===== config.mk =====
export PLATFORM = sky130hd
export DESIGN_NAME = dist_sched
export DESIGN_NICKNAME = d
export VERILOG_FILES = /design/src/rtl/dist_sched_pkg.sv /design/src/rtl/dist_lane_arbiter.sv /design/src/rtl/dist_sched.sv
export SDC_FILE = /design/constraint.sdc
export NUM_CORES = 2
export LEC_CHECK = 0
export BUFFER_PORTS_ARGS = -buffer_cell sky130_fd_sc_hd__buf_4
export CAP_MARGIN = 20
export CORE_AREA = 2 2 571 573
export DETAILED_ROUTE_END_ITERATION = 10
export DIE_AREA = 0 0 573 575
export SETUP_SLACK_MARGIN = 0.1
export SYNTH_ARGS = -nofsm -noshare
export SYNTH_HDL_FRONTEND = slang
export SYNTH_SLANG_ARGS = --single-unit

===== constraint.sdc =====
create_clock -name clk -period 5.4 [get_ports clk]
set_input_delay 0 -clock clk [delete_from_list [all_inputs] [get_ports clk]]
set_output_delay 0 -clock clk [all_outputs]
set_load 0.01 [all_outputs]

===== src/rtl/dist_sched_pkg.sv =====
// dist_sched_pkg: FSM encoding and default widths shared across the distribution path
package dist_sched_pkg;
  typedef enum logic {DS_IDLE = 1'b0, DS_ISSUE = 1'b1} ds_state_t;
  localparam int DS_DATA_TYPE = 16;
  localparam int DS_NUM_PES   = 32;
  localparam int DS_INPUT_BW  = 32;
  localparam int DS_LOG2_PES  = 5;
endpackage


===== src/rtl/dist_lane_arbiter.sv =====
// dist_lane_arbiter: grants the lowest-index pending lane targeting one PE
module dist_lane_arbiter
  import dist_sched_pkg::*;
#(
  parameter int INPUT_BW = DS_INPUT_BW,
  parameter int LOG2_PES = DS_LOG2_PES
) (
  input  logic [INPUT_BW-1:0]          pending,
  input  logic [INPUT_BW*LOG2_PES-1:0] dest_bus,
  input  logic [LOG2_PES-1:0]          pe_idx,
  output logic                         gnt_valid,
  output logic [LOG2_PES-1:0]          sel,
  output logic [INPUT_BW-1:0]          lane_gnt
);
  logic [INPUT_BW-1:0] match;
  always_comb begin
    match = '0;
    sel   = '0;
    for (int l = 0; l < INPUT_BW; l++) match[l] = pending[l] && dest_bus[l*LOG2_PES +: LOG2_PES] == pe_idx;
    for (int l = INPUT_BW - 1; l >= 0; l--) sel = match[l] ? LOG2_PES'(l) : sel;
  end
  assign gnt_valid = |match;
  assign lane_gnt  = match & (~match + INPUT_BW'(1));
endmodule


===== src/rtl/dist_sched.sv =====
// dist_sched: serialises tagged lanes into per-PE crossbar selects with aligned valids
module dist_sched
  import dist_sched_pkg::*;
#(
  parameter int DATA_TYPE = DS_DATA_TYPE,
  parameter int NUM_PES   = DS_NUM_PES,
  parameter int INPUT_BW  = DS_INPUT_BW,
  parameter int LOG2_PES  = DS_LOG2_PES
) (
  input  logic                          clk,
  input  logic                          rst,
  input  logic                          i_valid,
  output logic                          o_ready,
  input  logic [INPUT_BW*DATA_TYPE-1:0] i_data_bus,
  input  logic [INPUT_BW-1:0]           i_lane_valid,
  input  logic [INPUT_BW*LOG2_PES-1:0]  i_dest_bus,
  output logic [INPUT_BW*DATA_TYPE-1:0] o_data_bus,
  output logic [NUM_PES*LOG2_PES-1:0]   o_mux_bus,
  output logic [NUM_PES-1:0]            o_sel_valid,
  output logic [NUM_PES-1:0]            o_pe_valid,
  output logic                          o_busy,
  output logic                          o_dest_err
);
  ds_state_t state, next_state;
  logic [INPUT_BW-1:0] pending, pending_left, acc_pend, gnt_or, dest_ok;
  logic [INPUT_BW-1:0] lane_gnt [NUM_PES];
  logic [INPUT_BW*DATA_TYPE-1:0] held_data;
  logic [INPUT_BW*LOG2_PES-1:0] held_dest;
  logic [NUM_PES*LOG2_PES-1:0] mux_next;
  logic [NUM_PES-1:0] gnt_valid;
  logic issuing, accept;
  genvar p;
  generate
    for (p = 0; p < NUM_PES; p++) begin : g_arb
      dist_lane_arbiter #(.INPUT_BW(INPUT_BW), .LOG2_PES(LOG2_PES)) u_arb (
        .pending  (pending),
        .dest_bus (held_dest),
        .pe_idx   (LOG2_PES'(p)),
        .gnt_valid(gnt_valid[p]),
        .sel      (mux_next[p*LOG2_PES +: LOG2_PES]),
        .lane_gnt (lane_gnt[p])
      );
    end
  endgenerate
  always_comb begin
    gnt_or  = '0;
    dest_ok = '0;
    for (int q = 0; q < NUM_PES; q++) gnt_or |= lane_gnt[q];
    for (int l = 0; l < INPUT_BW; l++) dest_ok[l] = int'(i_dest_bus[l*LOG2_PES +: LOG2_PES]) < NUM_PES;
  end
  assign issuing      = state == DS_ISSUE;
  assign pending_left = pending & ~gnt_or;
  assign acc_pend     = i_lane_valid & dest_ok;
  assign accept       = i_valid && o_ready && !rst;
  always_ff @(posedge clk) state <= rst ? DS_IDLE : next_state;
  always_comb next_state = accept ? (|acc_pend ? DS_ISSUE : DS_IDLE) : (issuing && |pending_left ? DS_ISSUE : DS_IDLE);
  always_comb begin
    o_ready = !issuing || pending_left == '0;
    o_busy  = issuing || |o_sel_valid || |o_pe_valid;
  end
  always_ff @(posedge clk) begin
    if (rst) begin
      pending     <= '0;
      held_data   <= '0;
      held_dest   <= '0;
      o_data_bus  <= '0;
      o_mux_bus   <= '0;
      o_sel_valid <= '0;
      o_pe_valid  <= '0;
      o_dest_err  <= 1'b0;
    end else begin
      o_pe_valid  <= o_sel_valid;
      o_sel_valid <= issuing ? gnt_valid : '0;
      o_mux_bus   <= issuing ? mux_next : o_mux_bus;
      o_data_bus  <= issuing ? held_data : o_data_bus;
      pending     <= accept ? acc_pend : pending_left;
      held_data   <= accept ? i_data_bus : held_data;
      held_dest   <= accept ? i_dest_bus : held_dest;
      o_dest_err  <= o_dest_err || (accept && |(i_lane_valid & ~dest_ok));
    end
  end
endmodule


# Word-level counts from Yosys, hierarchy flattened

Index checks and enable logic that the tools add are counted.

Muxes and demuxes: 1028
Add/sub/neg operators: 32
Reduce and logical (&&, ||, !) cells: 1102
Eq/ne operators: 992
Bitwise operators: 98

Operator list:

| cell                                                                   | number |
|---|---|
| 5-bit two-way mux                                                      | 1024 |
| 5-bit equality test (second input constant)                            | 512 |
| 5-bit by 4-bit equality test with 1-bit output (second input constant) | 256 |
| 32-bit OR reduction                                                    | 36 |
| 32-bit bitwise AND                                                     | 33 |
| 32-bit NOT                                                             | 33 |
| 1-bit logical AND                                                      | 1027 |
| 32-bit by 1-bit adder with 32-bit output (second input constant)       | 32 |
| 32-bit OR                                                              | 31 |
| 5-bit by 3-bit equality test with 1-bit output (second input constant) | 128 |
| 5-bit by 2-bit equality test with 1-bit output (second input constant) | 64 |
| 5-bit by 1-bit equality test with 1-bit output (second input constant) | 32 |
| 5-bit zero test                                                        | 32 |
| 32-bit zero test                                                       | 1 |
| 32-bit two-way mux                                                     | 1 |
| 1-bit logical OR                                                       | 3 |
| 1-bit two-way mux                                                      | 3 |
| 1-bit zero test                                                        | 2 |
| 2-bit OR reduction                                                     | 1 |
| 1-bit NOT                                                              | 1 |

Register bits after elaboration: 1441
Logic and storage cells: 3260
Input bits: 707

# Logic depth before layout (Yosys ltp)

Depth in word-level cells: 43
Depth in mapped cells: 18
Mapped depth without buffers: 11

# By module

A second synthesis with hierarchy kept.

Cells, all modules: 20550
Area, all modules: 159873.3 um^2

Modules (own cells, without submodules):

| module            | cells an instance | instances | area an instance (um^2) |
|---|---|---|---|
| dist_lane_arbiter | 367               | 32        | 2825.2 |
| dist_sched        | 8806              | 1         | 69466.6 |

# Least setup slack after synthesis

No wires, ideal clock.

Path type: register to register
From: register held_dest[59]
To: register pending[26]
Arrival: 3821 ps
Buffers on the path: 4
Data required time: 5277 ps
Path slack: 1456 ps
Cell stages (with the launch flop): 16
Library setup time: 123 ps
Cells stage by stage: dfxtp_1 > buf_2 > nand4bb_1 > buf_2 > o22ai_1 > nor4_4 > nand4_2 > nor3_1 > a2111oi_0 > and4_1 > and4_1 > or4_4 > o41ai_4 > buf_6 > buf_4 > mux2_1

Word-level cells in the longest chain between the ends: 43
Elaborated cells between the ends (all ways): 198

Ends and longest elaborated chain:

| what                                                                              | line                    | source |
|---|---|---|
| from (decl)                                                                       | dist_sched.sv:28        | `logic [INPUT_BW*LOG2_PES-1:0] held_dest;` |
| from (signal assigned)                                                            | dist_sched.sv:78        | `held_dest <= accept ? i_dest_bus : held_dest;` |
| 5-bit by 1-bit equality test with 1-bit output or 5-bit zero test (tied branches) | dist_lane_arbiter.sv:19 | `for (int l = 0; l < INPUT_BW; l++) match[l] = pending[l] && dest_bus[l*LOG2_PES +: LOG2_PES] == pe_idx;` |
| 1-bit logical AND                                                                 | dist_lane_arbiter.sv:19 |  |
| 32-bit NOT                                                                        | dist_lane_arbiter.sv:23 | `assign lane_gnt = match & (~match + INPUT_BW'(1));` |
| 32-bit by 1-bit adder with 32-bit output                                          | dist_lane_arbiter.sv:23 |  |
| 32-bit bitwise AND                                                                | dist_lane_arbiter.sv:23 |  |
| 32-bit OR (30 in series)                                                          | dist_sched.sv:48        | `for (int q = 0; q < NUM_PES; q++) gnt_or \|= lane_gnt[q];` |
| 32-bit OR *                                                                       | dist_sched.sv:48        |  |
| 32-bit NOT *                                                                      | dist_sched.sv:52        | `assign pending_left = pending & ~gnt_or;` |
| 32-bit bitwise AND *                                                              | dist_sched.sv:52        |  |
| 32-bit zero test                                                                  | dist_sched.sv:58        | `o_ready = !issuing \|\| pending_left == '0;` |
| 1-bit logical OR                                                                  | dist_sched.sv:58        |  |
| 1-bit logical AND (2 in series)                                                   | dist_sched.sv:54        | `assign accept = i_valid && o_ready && !rst;` |
| 32-bit two-way mux *                                                              | dist_sched.sv:76        | `pending <= accept ? acc_pend : pending_left;` |
| to (signal assigned)                                                              | dist_sched.sv:76        |  |
| to (decl)                                                                         | dist_sched.sv:25        | `logic [INPUT_BW-1:0] pending, pending_left, acc_pend, gnt_or, dest_ok;` |

Mark *: on every way between the ends. The rest lies on a longest branch, timed or not.
A chain may end at the register's enable or synchronous reset.

# Final worst setup path

From: register pending[7]
To: register held_data[110]

Word-level cells in the longest chain between the ends: 41
Elaborated cells between the ends (all ways): 165

Ends and longest elaborated chain:

| what                                     | line                    | source |
|---|---|---|
| 1-bit logical AND                        | dist_lane_arbiter.sv:19 |  |
| 32-bit NOT                               | dist_lane_arbiter.sv:23 |  |
| 32-bit by 1-bit adder with 32-bit output | dist_lane_arbiter.sv:23 |  |
| 32-bit bitwise AND                       | dist_lane_arbiter.sv:23 |  |
| 32-bit OR (31 in series)                 | dist_sched.sv:48        |  |
| 32-bit NOT                               | dist_sched.sv:52        |  |
| 32-bit bitwise AND *                     | dist_sched.sv:52        |  |
| 32-bit zero test *                       | dist_sched.sv:58        |  |
| 1-bit logical OR *                       | dist_sched.sv:58        |  |
| 1-bit logical AND * (2 in series)        | dist_sched.sv:54        |  |
| to (signal assigned)                     | dist_sched.sv:77        | `held_data <= accept ? i_data_bus : held_data;` |
| to (decl)                                | dist_sched.sv:27        | `logic [INPUT_BW*DATA_TYPE-1:0] held_data;` |

Marked as above.

==> results.yml <==
worst_setup_path:
  cp-start-kind: "register"
  r2r_cells: 24
  path_max_fanout: 9
  critPathMaxStageDelay_ns: 0.70
  cp_num_cells: 24
  critPathKind: "register to register"
  required_ns: 6.24
  reg2reg_to: "held_data[110]"
  reg2reg_from: "pending[7]"
  critPathBufInv: 13
  crit_family: "buffers and inverters"
  cp-end-kind: "register"
  critical_path.most_common_cell: "buf_4"
  reg2reg_setup_slack_ns: -0.67
  critical_path.cell_chain: "buf_4, buf_4, nand4b_1, buf_4, o22ai_2, buf_4, nor4_4, buf_12, buf_6, nand3_1, o2111ai_2, nor4_2, buf_4, nand4_1, nand4_1, buf_6, or4_4, o41ai_4, buf_6, buf_12, buf_12, clkbuf_16, buf_6, mux2i_1"
  slowest_stage: "nand3_1"
  arrival_ns: 6.91
grt:
  antenna_found_initial: 198
  grt_remaining_overflow: 0
  met1_usage: 0.610
  grt_pass1_vias: 123006
  grtUsageTotal: 0.556
  grtUsageMet2: 0.778
  grt_pass1_wl_mm: 1220
  busiest_layer: "met2"
  grt_use_met3: 0.229
  grt_start_max_net_pins: 244
clock_network:
  clock_latency_ns: 0.97
  cts_max_path_buffers: 4
  clock-root-buffer: "clkbuf_16"
  cts_num_sinks: 1441
  numCtsBuffers: 173
  clk_pin_slew_ns: 0.07
  cts_tree: "yes"
  cts_max_level: 4
timing:
  whs_ns: -0.0232
  period_share: 1.12
  maxSlewHeadroom: 0.128
  fin_crit_ns: 6.07
  setup_viol: 707
  fin_skew_ns: 0.0695
  fin_ws_ns: -0.670
  rsz0062_at_grt: "yes"
  worstMarginPinSlew_ns: 1.31
  slew_violations: 0
  fmax_ghz: 0.165
  hold_viol_final: 14
synthesis:
  synth-seq-area-share: 0.324
  yosys-top-cells-area: "dfxtp_1 (32%), mux2i_1 (14%), nand2b_1 (10%)"
  synth_top_flop_cell: "dfxtp_1"
  syn-num-nets: 11846
  yosysWarnings: 0
  synth_cells: 11139
  synth_seq_cells: 1441
  synth.top_cell.area_share: 0.324
  syn_area_per_cell_um2: 8.00
  synth_edf_count: 0
  synth_commonest_cells: "nor2_1 (1578), nand2b_1 (1447), dfxtp_1 (1441), mux2i_1 (1212), nand2_1 (710)"
  synth-async-reset-ratio: 0
  synth_area_um2: 89100
  yosysMostFrequentCell: "nor2_1"
  yosysTopAreaCell: "dfxtp_1"
  yosysUniqueCellTypes: 104
floorplan:
  design.die.area_um2: 329000
  die_w_um: 573
  rows: 209
  ios: 1446
  initial_core_util: 0.276
  core_area_um2: 323000
  fp.dieH_um: 575
routing:
  finalWirelength_mm: 971
  dr_total_vias: 130799
  vias_per_cell: 6.13
  ant_nets: 0
  drt-pass1-iter-count: 9
  drtIter0Drc: 19904
  drc: 0
  wl_per_cell_um: 45.5
hold_path:
  hold_path_end: "held_dest[94]"
  holdPathStages: 4
  hp-class: "input port to register"
  hp-start: "i_dest_bus[94]"
finish:
  area.growth.synth_to_final_pct: 73.3
  seq_area_um2: 29000
  nFillCells: 30474
  nets: 17419
  multi_input_area_um2: 58700
  layout-drive-gt1-share: 0.359
placement:
  io_buffer_count: 1444
  place_congestion: 1.20
  dpl.hpwl_mm: 779
  place_ws_ns: -0.613
outcome:
  status: "finished with violations"
  violations: "negative hold slack, negative setup slack"
power:
  power_density_nw_per_um2: 216
  power_w: 0.0334
  vdd_ir_drop_max_uv: 282
  leakage_nw: 66.3
flow_run:
  drv_cap: 0
## state kept, by name, indices dropped and copies added (netlist names)
| signal | cells |
|---|---|
| held_data | 512 |
| held_dest | 160 |
| issuing | 1 |
| o_data_bus | 512 |
| o_mux_bus | 160 |
| o_pe_valid | 32 |
| o_sel_valid | 32 |
| pending | 32 |
## cell type report
type,instances,share of cell area
antenna,155,0.00251
clock inverter,58,0.00436
inverter,98,0.00239
tap,4325,0.0351
multi-input combinational,8719,0.380
timing repair buffer,6279,0.354
clock buffer,251,0.0330
sequential,1441,0.188
## worst min-delay path: stages
cell           delay, ns
dlygate4sd3_1       0.53
buf_4               0.12
nand2b_1            0.07
mux2i_1             0.13
## cells by family after synthesis
| logic type | share of synthesized area |
|---|---|
| flip-flops | 0.324 |
| multiplexers | 0.138 |
| buffers and inverters | 0.0561 |
| AO/OA/AOI/OAI | 0.136 |
| other | 0.0000421 |
| AND/OR/NAND/NOR | 0.346 |
## metal layers
metal	part of all wire	up-vias
li1	-	51492
met1	0.35	63940
met2	0.39	11354
met3	0.12	3948
met4	0.14	65
met5	0.00088	-
## metrics by stage
stage	std cells	hold slack, ns	area [um^2]	setup TNS (ns)	utilization
after global routing	21229	0.00384	154000	-178.83	0.477
after floorplan	11139	0.151	89100	0	-
after global placement	19450	0.268	130000	-421.44	0.402
final	21326	-0.0232	154000	-261.96	0.477
after detailed placement	19454	0.277	130000	-368.64	0.403
after CTS	21073	0.000472	151000	0	0.467
## power by group
part           internal (W)  total, W  switching [W]
logic               0.00383   0.00885        0.00502
registers            0.0112    0.0120       0.000774
clock network       0.00697    0.0126        0.00559
## cells in the final DEF, fill, tap and decap left out, types with 62 or more instances in the layout
master | netlist | routed
nand3_1 | 253 | 235
nand4b_1 | 107 | 107
clkbuf_16 | 0 | 197
dlygate4sd3_1 | 0 | 1248
nor2b_1 | 111 | 107
nor4_4 | 22 | 73
buf_4 | 32 | 4599
dfxtp_1 | 1441 | 1349
nor4_1 | 259 | 177
buf_6 | 7 | 125
or2_2 | 101 | 92
inv_1 | 96 | 96
o21ai_0 | 272 | 256
diode_2 | 0 | 155
nor3_1 | 313 | 277
nand2b_1 | 1447 | 1433
nand4_1 | 287 | 287
nor2_1 | 1578 | 1550
mux2i_1 | 1212 | 1199
o211ai_1 | 74 | 74
o22ai_1 | 461 | 388
nand2_1 | 710 | 696
nand4bb_1 | 75 | 62
a21oi_1 | 466 | 461
buf_12 | 55 | 252
## worst max path at each step
| stage | from | slack (ns) | to |
|---|---|---|---|
| finish | pending[7] | -0.67 | held_data[110] |
| global route | pending[7] | -0.48 | held_data[110] |
| CTS | held_dest[14] | 0.10 | o_ready |
| detailed placement | held_dest[12] | -0.61 | held_data[12] |
| global placement | held_dest[12] | -0.68 | held_dest[142] |
| floorplan | held_dest[59] | 1.46 | pending[26] |
## repair_timing
| item | 4_1_cts | 5_1_grt |
|---|---|---|
| endpoints found under the setup margin | 705 | 688 |
| endpoints found under the hold margin | 874 | 2 |
| resized for setup | 429 | 364 |
| pin swaps | 79 | 70 |
| buffers inserted | 65 | 56 |
| cloned | 1 | 24 |
| hold buffers | 1246 | 2 |
No activity file was read; power rests on OpenSTA's default activity.
